File: src/rtl/i_decode.sv
// Instruction decode stage: 32x32 register file with optional write-through,
// opcode decode into control bits, immediate sign extension and the
// ID/EX pipeline latch. A sticky flag records any unsupported opcode.
module i_decode #(
  parameter bit BYPASS = 1'b1
) (
  input  logic        clk,
  input  logic        reset,
  input  logic [31:0] IR,
  input  logic [31:0] nPC,
  input  logic        stall,
  input  logic        flush,
  input  logic        wb_RegWrite,
  input  logic [4:0]  wb_addr,
  input  logic [31:0] wb_data,
  output logic [31:0] ex_nPC,
  output logic [31:0] ex_rd1,
  output logic [31:0] ex_rd2,
  output logic [31:0] ex_imm,
  output logic [4:0]  ex_rt,
  output logic [4:0]  ex_rd,
  output logic [5:0]  ex_funct,
  output logic        ex_RegWrite,
  output logic        ex_MemtoReg,
  output logic        ex_Branch,
  output logic        ex_MemRead,
  output logic        ex_MemWrite,
  output logic        ex_RegDst,
  output logic        ex_ALUSrc,
  output logic [1:0]  ex_ALUOp,
  output logic        illegal
);

  localparam logic [5:0] OP_RTYPE = 6'h00;
  localparam logic [5:0] OP_LW    = 6'h23;
  localparam logic [5:0] OP_SW    = 6'h2B;
  localparam logic [5:0] OP_BEQ   = 6'h04;
  localparam logic [5:0] OP_ADDI  = 6'h08;

  logic [31:0] regs_q [32];

  logic [4:0]  rs;
  logic [4:0]  rt;
  logic [5:0]  opcode;
  logic        bubble;
  logic        wb_en;
  logic [31:0] rd1;
  logic [31:0] rd2;
  logic [31:0] imm;

  logic        dec_RegWrite;
  logic        dec_MemtoReg;
  logic        dec_Branch;
  logic        dec_MemRead;
  logic        dec_MemWrite;
  logic        dec_RegDst;
  logic        dec_ALUSrc;
  logic [1:0]  dec_ALUOp;
  logic        dec_illegal;

  logic [31:0] ex_nPC_q, ex_rd1_q, ex_rd2_q, ex_imm_q;
  logic [4:0]  ex_rt_q, ex_rd_q;
  logic [5:0]  ex_funct_q;
  logic        ex_RegWrite_q, ex_MemtoReg_q, ex_Branch_q, ex_MemRead_q;
  logic        ex_MemWrite_q, ex_RegDst_q, ex_ALUSrc_q;
  logic [1:0]  ex_ALUOp_q;
  logic        illegal_q;

  // Register 0 is hard-wired to zero; a same-cycle write is forwarded
  // only when write-through is enabled.
  function automatic logic [31:0] read_port(
    input logic [4:0]  addr,
    input logic [31:0] stored,
    input logic        we,
    input logic [4:0]  waddr,
    input logic [31:0] wdata
  );
    logic [31:0] val;
    if (addr == 5'd0) begin
      val = 32'd0;
    end else if (BYPASS && we && (waddr == addr)) begin
      val = wdata;
    end else begin
      val = stored;
    end
    return val;
  endfunction

  assign rs     = IR[25:21];
  assign rt     = IR[20:16];
  assign opcode = IR[31:26];
  assign bubble = stall | flush;
  assign wb_en  = wb_RegWrite && (wb_addr != 5'd0);
  assign rd1    = read_port(rs, regs_q[rs], wb_en, wb_addr, wb_data);
  assign rd2    = read_port(rt, regs_q[rt], wb_en, wb_addr, wb_data);
  assign imm    = {{16{IR[15]}}, IR[15:0]};

  // Opcode to control-bit decode; unknown opcodes produce all zeros.
  always_comb begin
    dec_RegWrite = 1'b0;
    dec_MemtoReg = 1'b0;
    dec_Branch   = 1'b0;
    dec_MemRead  = 1'b0;
    dec_MemWrite = 1'b0;
    dec_RegDst   = 1'b0;
    dec_ALUSrc   = 1'b0;
    dec_ALUOp    = 2'b00;
    dec_illegal  = 1'b0;
    case (opcode)
      OP_RTYPE: begin
        dec_RegWrite = 1'b1;
        dec_RegDst   = 1'b1;
        dec_ALUOp    = 2'b10;
      end
      OP_LW: begin
        dec_RegWrite = 1'b1;
        dec_MemtoReg = 1'b1;
        dec_MemRead  = 1'b1;
        dec_ALUSrc   = 1'b1;
      end
      OP_SW: begin
        dec_MemWrite = 1'b1;
        dec_ALUSrc   = 1'b1;
      end
      OP_BEQ: begin
        dec_Branch   = 1'b1;
        dec_ALUOp    = 2'b01;
      end
      OP_ADDI: begin
        dec_RegWrite = 1'b1;
        dec_ALUSrc   = 1'b1;
      end
      default: begin
        dec_illegal  = 1'b1;
      end
    endcase
  end

  // Register file write port; reset clears every entry and drops any write.
  always_ff @(posedge clk) begin
    if (reset) begin
      for (int i = 0; i < 32; i++) begin
        regs_q[i] <= 32'd0;
      end
    end else if (wb_en) begin
      regs_q[wb_addr] <= wb_data;
    end
  end

  // ID/EX latch: data always advances, control is zeroed on a bubble.
  always_ff @(posedge clk) begin
    if (reset) begin
      ex_nPC_q      <= 32'd0;
      ex_rd1_q      <= 32'd0;
      ex_rd2_q      <= 32'd0;
      ex_imm_q      <= 32'd0;
      ex_rt_q       <= 5'd0;
      ex_rd_q       <= 5'd0;
      ex_funct_q    <= 6'd0;
      ex_RegWrite_q <= 1'b0;
      ex_MemtoReg_q <= 1'b0;
      ex_Branch_q   <= 1'b0;
      ex_MemRead_q  <= 1'b0;
      ex_MemWrite_q <= 1'b0;
      ex_RegDst_q   <= 1'b0;
      ex_ALUSrc_q   <= 1'b0;
      ex_ALUOp_q    <= 2'b00;
      illegal_q     <= 1'b0;
    end else begin
      ex_nPC_q      <= nPC;
      ex_rd1_q      <= rd1;
      ex_rd2_q      <= rd2;
      ex_imm_q      <= imm;
      ex_rt_q       <= IR[20:16];
      ex_rd_q       <= IR[15:11];
      ex_funct_q    <= IR[5:0];
      ex_RegWrite_q <= dec_RegWrite & ~bubble;
      ex_MemtoReg_q <= dec_MemtoReg & ~bubble;
      ex_Branch_q   <= dec_Branch   & ~bubble;
      ex_MemRead_q  <= dec_MemRead  & ~bubble;
      ex_MemWrite_q <= dec_MemWrite & ~bubble;
      ex_RegDst_q   <= dec_RegDst   & ~bubble;
      ex_ALUSrc_q   <= dec_ALUSrc   & ~bubble;
      ex_ALUOp_q    <= bubble ? 2'b00 : dec_ALUOp;
      illegal_q     <= illegal_q | (dec_illegal & ~bubble);
    end
  end

  assign ex_nPC      = ex_nPC_q;
  assign ex_rd1      = ex_rd1_q;
  assign ex_rd2      = ex_rd2_q;
  assign ex_imm      = ex_imm_q;
  assign ex_rt       = ex_rt_q;
  assign ex_rd       = ex_rd_q;
  assign ex_funct    = ex_funct_q;
  assign ex_RegWrite = ex_RegWrite_q;
  assign ex_MemtoReg = ex_MemtoReg_q;
  assign ex_Branch   = ex_Branch_q;
  assign ex_MemRead  = ex_MemRead_q;
  assign ex_MemWrite = ex_MemWrite_q;
  assign ex_RegDst   = ex_RegDst_q;
  assign ex_ALUSrc   = ex_ALUSrc_q;
  assign ex_ALUOp    = ex_ALUOp_q;
  assign illegal     = illegal_q;

endmodule

File: config.mk
export PLATFORM = sky130hd
export DESIGN_NAME = i_decode
export DESIGN_NICKNAME = d
export VERILOG_FILES = /design/src/rtl/i_decode.sv
export SDC_FILE = /design/constraint.sdc
export NUM_CORES = 2
export LEC_CHECK = 0
export CAP_MARGIN = 25
export CORE_ASPECT_RATIO = 1.4
export CORE_MARGIN = 8
export CORE_UTILIZATION = 60
export DETAILED_ROUTE_END_ITERATION = 10
export PLACE_DENSITY = 0.78
export REMOVE_ABC_BUFFERS = 1
export SLEW_MARGIN = 20
export SYNTH_ARGS = -nofsm -noshare
export SYNTH_HDL_FRONTEND = slang
export SYNTH_SLANG_ARGS = --single-unit
File: constraint.sdc
create_clock -name clk -period 5.95 [get_ports clk]
set_clock_uncertainty 0.1 [all_clocks]
set_input_delay 1.19 -clock clk [delete_from_list [all_inputs] [get_ports clk]]
set_output_delay 1.19 -clock clk [all_outputs]
set_load 0.01 [all_outputs]
* Yosys cells after proc, flatten, opt, wreduce, memory -nomap -nowiden
Memory sizes are Yosys's and may differ from the RTL's. A register that Yosys moved wholly into a read port is not among the register bits.
Cells that the tools add are included.
** Word-level totals
- Input bits :: 106
- Logic and storage cells :: 56
- Register bits :: 73
- Bits in writable memories :: 1024
- Memory bits (read-only) :: 0
- Latch bits :: 0
- Memories :: 1
** Cells by class
- Muxes and demuxes :: 16
- Reduce and logical (&&, ||, !) cells :: 12
- Shifts and indexed selects :: 0
- Bitwise logic cells :: 10
- Multipliers :: 0
- $add $sub $neg :: 0
- Order comparisons :: 0
- Divide/modulo/power cells :: 0
- Equal/unequal tests :: 4
** Memories
- regs_q :: words 32, width 32, read ports 2, clocked after memory_dff 2, wr ports 32, RTL line 40 : logic [31:0] regs_q [32];
** Operator list (count)
- $mux 32 :: 1
- $reduce_or 32->1 :: 1
- $mux 1 :: 13
- $eq 6x6->1 const B :: 2
- $logic_not 5->1 :: 2
- $and 1x1->1 :: 7
- $eq 6x3->1 const B :: 1
- $eq 6x4->1 const B :: 1
- $logic_not 6->1 :: 1
- $reduce_or 2->1 :: 3
- $reduce_or 3->1 :: 2
- $mux 5 :: 1
- $reduce_bool 5->1 :: 1
- $reduce_or 5->1 :: 1
- $pmux 2 s2 :: 1
- $or 1x1->1 :: 2
- $logic_and 1x1->1 :: 1
- $not 1->1 :: 1

* Longest topological paths before layout
- Word-level depth :: 7
- Mapped depth :: 9
- Depth with buffers taken out :: 5

* Least setup slack after synthesis
No wires, ideal clock.
- Kind :: input port to flip-flop
- Start point :: input wb_addr[0]
- End point :: memory regs_q[28][0] (enable)
- Stages :: 4
- Setup time :: 0.466 ns
- Arrival :: 4.354 ns
- Data required time :: 5.384 ns
- Slack :: 1.030 ns
- Path through :: clkbuf_1 or3_1 clkbuf_1 o21ai_0
** RTL lines
- from (decl) :: RTL line 14 : input logic [4:0] wb_addr,
- to (decl) :: RTL line 40

==> impl_metrics.json <==
{
  "status": "finished clean",
  "drt_first_pass_iters": 8,
  "switching_share_pct": 24.6,
  "setup_ws_ps": 2020,
  "clk_latency_ps": 720,
  "num_vias": 40084,
  "hold_viol_final": 0,
  "slew-limit-headroom_pct": 21.9,
  "drive_above_1_share_pct": 20.1,
  "wirelength_mm": 198,
  "worstSetupEndpointType": "flip-flop",
  "critPathMostFrequentCell": "buf_4",
  "drcViolationCount": 0,
  "criticalPathCategory": "in -> reg",
  "path_buf_inv": 3,
  "fin_setup_tns_ps": 0,
  "path_max_fanout": 16,
  "port_buffers": 259,
  "row_count": 135,
  "syn_area_sq_um": 58400,
  "grt_pass1_wl_mm": 280,
  "post-cts-setup-buffers": 0,
  "hpwl_mm": 123,
  "gr-total-overflow": 0,
  "final.fill_count": 6490,
  "synth_cell_type_count": 46,
  "clkPwrFrac_pct": 38.2,
  "period_minus_slack_ps": 3930,
  "synthFlopType": "edfxtp_1",
  "seq_area_frac_synth_pct": 57.0,
  "coreArea_sq_um": 96600,
  "cts_buffers": 107,
  "dieArea_sq_um": 108000,
  "power.internal_mw": 14.5,
  "nets": 4281,
  "clockRootBuffer": "clkbuf_16",
  "pre_cts_slack_ps": 1340,
  "syn2layout_area_growth_pct": 14.6,
  "synth_edf_count": 1024,
  "die_h_um": 385,
  "synth_warnings": 0,
  "avgSynthCellArea_sq_um": 14.3,
  "grt_usage_pct": 36.1,
  "place.gp.congestion": 0.928,
  "clock_path_buffers": 3,
  "drt_iter0_drc": 5887,
  "crit_chain": "clkdlybuf4s50_1, nand2b_1, nor2_1, nand2_1, buf_4, o21ai_4, buf_4",
  "critPathRequiredTime_ps": 6260,
  "drtAntennaViolNets": 0,
  "ys_ff_latch": 1150,
  "final_util_pct": 69.2,
  "power_frac_seq_pct": 49.6,
  "io_pins": 260,
  "rsz0062_at_grt": "false",
  "async_flop_share_pct": 0,
  "final_common_cell": "edfxtp_1",
  "worst_setup_path_start_kind": "input pin",
  "power_frac_comb_pct": 12.1,
  "crit_slowest_cell": "o21ai_4",
  "via_per_inst": 7.18,
  "p_per_area_nw_per_um2": 287,
  "post-route-period-util_pct": 66.1,
  "tritoncts": "built",
  "fmax_mhz": 254,
  "hp-class": "reg -> reg",
  "start_util_pct": 60.4,
  "post_drt_wl_per_cell_um": 35.5,
  "die_w_um": 280,
  "finalSetupViolations": 0,
  "grt_max_degree": 101,
  "mostFrequentLayoutCells": "edfxtp_1 (1,024), and2_1 (993), mux4_2 (342), mux2i_1 (286), clkdlybuf4s50_1 (248)",
  "leakage_nw": 23.6,
  "crit_family": "buffers and inverters",
  "power_switching_mw": 4.72,
  "finalMaxSlewViolations": 0,
  "crit_arrival_ps": 4240,
  "cts.sinks": 1150,
  "worstMarginPinSlew_ps": 1140,
  "grt_pass1_vias": 40331,
  "maxCapViolations": 0,
  "ctsResizeCount": 0,
  "clk_pin_slew_ps": 60,
  "antenna_found_initial": 16,
  "cpPeakStageDelay_ps": 790,
  "syn_inst": 4076,
  "cts_max_level": 3,
  "irDropWorstVdd_v": 0.000236,
  "ctsHoldBuffers": 0
}
[state kept, by name (all words and copies together), names as in the netlist, 2 cells and up]
signal,flops
ex_rd2,32
regs_q,1024
ex_nPC,32
ex_imm,16
ex_rt,5
ex_rd1,32
ex_ALUOp,2
[metrics by stage]
step / instances / hold slack, ps / power [mW] / instance area, sq um
floorplan: 3649 / 405 / 10.7 / 56500
global placement: 5335 / 359 / 11.9 / 62600
detailed placement: 5349 / 366 / 11.9 / 62800
CTS: 5551 / 382 / 19.1 / 66600
global route: 5569 / 417 / 19.6 / 66800
finish: 5583 / 399 / 19.2 / 66900
[cells by family (layout without fill, tap and decap cells)]
group | count (synthesis) | count (layout) | share of synthesized area [%]
buffers and inverters | 463 | 624 | 3.51
AO/OA/AOI/OAI | 544 | 544 | 7.17
other | 1 | 46 | 0.00642
AND/OR/NAND/NOR | 1189 | 1189 | 12.3
XOR/XNOR | 10 | 10 | 0.150
multiplexers | 719 | 719 | 19.9
flip-flops | 1150 | 1150 | 57.0
[metal layers]
metal  share of wire (%)  vias to the layer above  GRT usage (%)
met1                  32                    19920           42.5
li1                    -                    15758              -
met5               0.072                        -              0
met2                  47                     3514           58.2
met3                  14                      876           11.6
met4                 6.9                       16           21.2
[worst paths after layout]
path / from / endpoint / slack (ps) / cells past startpoint
max: wb_RegWrite / regs_q[26][27] / 2020 / 7
min: illegal / illegal / 400 / 2
max reg2reg: regs_q[3][1] / ex_rd2[1] / 3290 / 4
min reg2reg: illegal / illegal / 400 / 2
[synthesized netlist by cell type (all sizes together) (44+ instances only)]
cell	number	share of area (%)
mux2i	286	4.9
edfxtp	1024	53
o21ai	44	0.38
o221ai	49	0.74
a221o	52	0.89
dfxtp	126	4.3
a22oi	96	1.2
and2	995	11
a21oi	95	0.81
mux4	342	13
clkbuf	311	2.0
a221oi	80	1.2
buf	147	1.5
mux2	91	1.8
nor2b	57	0.61
nor2	97	0.62
[power by group through the flow]
stage | Clock (mW) | Sequential, mW | Combinational, mW
after floorplan | 0 | 9.62 | 1.05
after global placement | 0 | 9.65 | 2.22
after detailed placement | 0 | 9.68 | 2.25
after CTS | 7.34 | 9.51 | 2.27
after global routing | 7.62 | 9.56 | 2.40
final | 7.35 | 9.53 | 2.34
[worst reg2reg max path, delay by kind of cell, from the launching register on]
family,cells,cell delay (ps)
DFF,1,430
muxes,1,490
AOI/OAI and AO/OA,3,1540
[cell type report]
cell class	instances	area [sq um]	area share, %
Antenna cell	14	35.0	0.0524
Clock buffer	147	3090	4.63
Clock inverter	55	637	0.952
Inverter	5	18.8	0.0281
Multi-Input combinational cell	2494	23800	35.7
Sequential cell	1150	33300	49.8
Tap cell	1301	1630	2.43
Timing Repair Buffer	417	4340	6.49
No activity file was read; power rests on OpenSTA's default activity.
